### src/rtl/pipeline_ctrl.sv
// Stall/flush sequencer for the eCPU 5-stage pipeline: merges load-use, redirect,
// fetch-latency and data-memory waits into per-register hold/bubble controls.
module pipeline_ctrl #(
    parameter int STALL_CNT_WIDTH = 32,
    parameter int MEM_TIMEOUT     = 255
) (
    input  logic                       clk_i,
    input  logic                       rst_i,
    input  logic                       load_use_i,
    input  logic                       redirect_e_i,
    input  logic                       imem_valid_i,
    input  logic                       dmem_req_m_i,
    input  logic                       dmem_ready_i,
    output logic                       stall_f_o,
    output logic                       stall_d_o,
    output logic                       stall_e_o,
    output logic                       stall_m_o,
    output logic                       flush_d_o,
    output logic                       flush_e_o,
    output logic                       bubble_w_o,
    output logic                       mem_timeout_o,
    output logic [STALL_CNT_WIDTH-1:0] stall_cycles_o,
    output logic [1:0]                 state_o
);

    localparam int WAIT_W = $clog2(MEM_TIMEOUT + 1);
    localparam logic [WAIT_W-1:0] WAIT_MAX = WAIT_W'(MEM_TIMEOUT);

    typedef enum logic {
        RUN       = 1'b0,
        DMEM_WAIT = 1'b1
    } state_t;

    state_t                     state_q;
    logic [WAIT_W-1:0]          wait_cnt_q;
    logic                       discard_q;
    logic                       in_wait;
    logic                       at_limit;
    logic                       frozen;
    logic                       timeout_rel;

    always_comb begin
        in_wait     = (state_q == DMEM_WAIT);
        at_limit    = (wait_cnt_q == WAIT_MAX);
        frozen      = in_wait ? (!dmem_ready_i && !at_limit)
                              : (dmem_req_m_i && !dmem_ready_i);
        timeout_rel = in_wait && !dmem_ready_i && at_limit;
    end

    // An abandoned access still gets its MEM/WB bubble so nothing is written back.
    always_comb begin
        stall_f_o  = 1'b0;
        stall_d_o  = 1'b0;
        stall_e_o  = 1'b0;
        stall_m_o  = 1'b0;
        flush_d_o  = 1'b0;
        flush_e_o  = 1'b0;
        bubble_w_o = 1'b0;
        if (rst_i) begin
            flush_d_o  = 1'b1;
            flush_e_o  = 1'b1;
            bubble_w_o = 1'b1;
        end else if (frozen) begin
            stall_f_o  = 1'b1;
            stall_d_o  = 1'b1;
            stall_e_o  = 1'b1;
            stall_m_o  = 1'b1;
            bubble_w_o = 1'b1;
        end else begin
            if (redirect_e_i) begin
                flush_d_o = 1'b1;
                flush_e_o = 1'b1;
            end else if (load_use_i) begin
                stall_f_o = 1'b1;
                stall_d_o = 1'b1;
                flush_e_o = 1'b1;
            end else if (discard_q || !imem_valid_i) begin
                stall_f_o = 1'b1;
                flush_d_o = 1'b1;
            end
            bubble_w_o = timeout_rel;
        end
    end

    always_ff @(posedge clk_i or posedge rst_i) begin
        if (rst_i) begin
            state_q        <= RUN;
            wait_cnt_q     <= '0;
            discard_q      <= 1'b0;
            mem_timeout_o  <= 1'b0;
            stall_cycles_o <= '0;
        end else begin
            case (state_q)
                RUN: begin
                    if (frozen) begin
                        state_q    <= DMEM_WAIT;
                        wait_cnt_q <= WAIT_W'(1);
                    end
                end
                DMEM_WAIT: begin
                    if (dmem_ready_i || at_limit) begin
                        state_q    <= RUN;
                        wait_cnt_q <= '0;
                    end else begin
                        wait_cnt_q <= wait_cnt_q + WAIT_W'(1);
                    end
                end
                default: begin
                    state_q    <= RUN;
                    wait_cnt_q <= '0;
                end
            endcase

            if (timeout_rel)
                mem_timeout_o <= 1'b1;

            // A redirect seen during a freeze is re-presented later, so only unfrozen cycles arm the flag.
            if (frozen)
                discard_q <= discard_q && !imem_valid_i;
            else
                discard_q <= (redirect_e_i || discard_q) && !imem_valid_i;

            if (stall_f_o && (stall_cycles_o != '1))
                stall_cycles_o <= stall_cycles_o + STALL_CNT_WIDTH'(1);
        end
    end

    assign state_o = {discard_q, (state_q == DMEM_WAIT)};

endmodule

### config.mk
export PLATFORM = sky130hd
export DESIGN_NAME = pipeline_ctrl
export DESIGN_NICKNAME = d
export VERILOG_FILES = /design/src/rtl/pipeline_ctrl.sv
export SDC_FILE = /design/constraint.sdc
export NUM_CORES = 1
export LEC_CHECK = 0
export BUFFER_PORTS_ARGS = -buffer_cell sky130_fd_sc_hd__buf_2
export CELL_PAD_IN_SITES_DETAIL_PLACEMENT = 1
export CELL_PAD_IN_SITES_GLOBAL_PLACEMENT = 1
export CORE_MARGIN = 2
export CORE_UTILIZATION = 42
export DETAILED_ROUTE_END_ITERATION = 6
export GPL_TIMING_DRIVEN = 0
export PLACE_DENSITY_LB_ADDON = 0.1
export SLEW_MARGIN = 10
export SYNTH_ARGS = -nofsm -noshare
export SYNTH_HDL_FRONTEND = slang
export SYNTH_SLANG_ARGS = --single-unit
### constraint.sdc
create_clock -name clk_i -period 2.3 [get_ports clk_i]
set_clock_uncertainty 0.2 [all_clocks]
set_input_delay 0.115 -clock clk_i [delete_from_list [all_inputs] [get_ports clk_i]]
set_output_delay 0.115 -clock clk_i [all_outputs]
set_load 0.02 [all_outputs]
==> results.cfg <==
[critical_path]
startpoint = wait_cnt_q[0]
critical_path_required_ns = 1.99
cp-end-kind = output port
critPathTopFamily = buffers and inverters
crit_type = flop to output port
cpPeakStageDelay_ns = 0.42
critical_path_arrival_ns = 1.90
slowest_stage = dfrtp_1
crit_chain = ha_4 > nand4_1 > o21ai_4 > o21a_4 > inv_2 > buf_6 > buf_2
worstPathMaxFanout = 10
path_buf_inv = 3
r2r-start = stall_cycles_o[0]
start_kind = flop

[finish]
diodes = 0
layout_commonest_cell = buf_2
fill_cells = 641
final_nets = 305
drive_gt1_share_pct = 29.4
final_cell_mix = buf_2, dfrtp_1, xnor2_1, nand4_1, nand3_1
postLayoutCoreUtil_pct = 53.7
register_area_um2 = 1080
syn_to_final_growth_pct = 25.6
multiInputGateArea_um2 = 1210

[global_routing]
use_met2_pct = 37.2
grt_max_degree = 32
gr-usage-met3_pct = 4.14
grtUsageTotal_pct = 21.7
grt-ovfl-total = 0
grt_pass1_wl_um = 10400
top_usage_layer = met2
antenna_found_initial = 0
grt_pass1_vias = 2063
use_met1_pct = 28.5

[floorplanning]
start_util_pct = 42.7
design.portCount = 49
core_um2 = 5440
die_w_um = 78.4
die_area_um2 = 6150
die_h_um = 78.4
rows = 27

[timing]
tightest_slew_ns = 0.668
rsz0062_at_grt = false
layout_worst_path_cycle_share_pct = 96.4
post-route-min-period_ns = 2.22
fin_setup_tns_ns = 0
whs_ns = 0.181
slew_headroom_pct = 55.1
hold_violations = 0
worst_slack_ns = 0.0819
setup_viol = 0
fmax_mhz = 451
maxSlewViolCount = 0

[yosys]
synth-edff-count = 0
syn-cell-area_um2 = 2320
yosys_warnings = 0
synth_nets = 236
postSynthCellCount = 227
ys_seq_elements = 43
synthDistinctLibCells = 40
ys.flop_type = dfrtp_1
yosysSeqAreaShare_pct = 46.3
async_reset_ff_share_pct = 100
syn_area_per_cell_um2 = 10.2

[clocking]
cts_tree = yes
clock_latency_ns = 0.30
htreeDepth = 2
cts_sinks = 43
cts-root-buf = clkbuf_8
clk_pin_slew_ns = 0.08
cts.path.max_buffers = 2
cts_buffers = 5

[pwr]
total_power_uw = 1840
intPower_uw = 1220
power.density_nw_per_um2 = 629
share_comb_of_total_power_pct = 23.5
p_clk_share_pct = 26.7
pwr-share-seq_pct = 49.8
switching_share_pct = 33.7
max-vdd-ir-drop_mv = 0.470
switchingPower_uw = 620
p_leak_uw = 0.00133

[routing]
drt_iter0_drc = 68
ant_nets = 0
routed_wirelength_um = 6070
wl_per_cell_um = 16.5
first_pass_iters = 4
via_per_inst = 5.43
drc = 0
vias = 1997

[place]
place_ws_ns = -0.179
dpl.hpwl_um = 4250
place_congestion = 0.775
port_buffers = 48

[worst_hold_path]
min-delay-path-class = input port to async pin

[status]
outcome = completed

[run]
max-cap-violations = 0
[worst min-delay path: cells and delay by family]
family,cells,cell delay [ns]
buf+inv,3,0.96
[layer usage]
metal / vias to the layer above / share of wire [%]
met5: - / 0
met4: 0 / 1.2
met3: 7 / 3.2
met2: 30 / 52
met1: 989 / 44
li1: 971 / -
[state kept, by name, indices dropped and copies added (netlist names)]
name and count:
discard_q 1, in_wait 1, stall_cycles_o 32, mem_timeout_o 1, wait_cnt_q 8
[layout make-up]
class | count | area share [%]
repair buffers | 62 | 12.8
plain buffers | 7 | 1.63
multi-input cells | 168 | 41.5
flip-flops and latches | 43 | 36.9
inverters | 9 | 1.16
well taps | 72 | 3.09
clock inverters | 1 | 0.171
clock buffers | 6 | 2.83
[through the flow]
stage / cells / instance area [um^2]
after global placement: 347 / 2660
final: 368 / 2920
after CTS: 365 / 2880
after floorplan: 227 / 2320
after detailed placement: 348 / 2680
after global routing: 368 / 2920
[synthesized netlist by cell type (2+ instances only)]
cell type	count	area, um^2
and4_1	4	35.0
o21ai_0	10	50.1
xnor2_1	26	228
nand2b_1	4	25.0
a21oi_1	6	30.0
inv_1	8	30.0
nand3_1	21	105
ha_1	2	25.0
buf_2	2	10.0
nand2_1	13	48.8
nor3_1	5	25.0
nor2b_1	3	18.8
and3_1	9	56.3
nor4b_2	2	30.0
nand4_1	24	150
nor4_1	3	18.8
nand3b_1	2	15.0
clkbuf_1	2	7.51
o31ai_1	4	30.0
xor2_1	6	52.6
buf_4	3	22.5
nor4_4	2	42.5
dfrtp_1	43	1080
nor2_1	7	26.3
[cell families after synthesis]
kind of cell,count (synthesis),share of synthesized area (%)
and+or+nand+nor,105,28.6
muxes,1,0.484
xor gates and xnor gates,32,12.1
buffers and inverters,16,3.18
adders and majority gates,2,1.08
AOI/OAI and AO/OA,28,8.34
DFF,43,46.3
[power groups by stage]
stage | clock network (uW) | logic, uW | registers, uW
global route | 547 | 470 | 930
floorplan | 0 | 197 | 974
finish | 491 | 431 | 914
detailed placement | 0 | 397 | 932
CTS | 516 | 427 | 914
global placement | 0 | 383 | 928
[worst paths after layout]
| check | endpoint | slack (ns) | cells past startpoint |
|---|---|---|---|
| worst max-delay path | stall_f_o | 0.08 | 7 |
| worst min-delay path | discard_q | 0.18 | 3 |
| worst max register to register | stall_cycles_o[1] | 0.14 | 6 |
| worst min register to register | mem_timeout_o | 0.27 | 2 |
| max in group asynchronous | stall_cycles_o[4] | 1.25 | 4 |
| min in group clk_i | mem_timeout_o | 0.27 | 2 |
[timing repair]
item | in CTS | in global routing
gates resized for setup | 5 | 5
setup endpoints to repair | 21 | 17
gates cloned | 0 | 0
hold buffers | 6 | 0
endpoints found under the hold margin | 46 | 0
pin swaps | 3 | 2
setup buffers | 4 | 3
(Power assumes the default switching activity.)
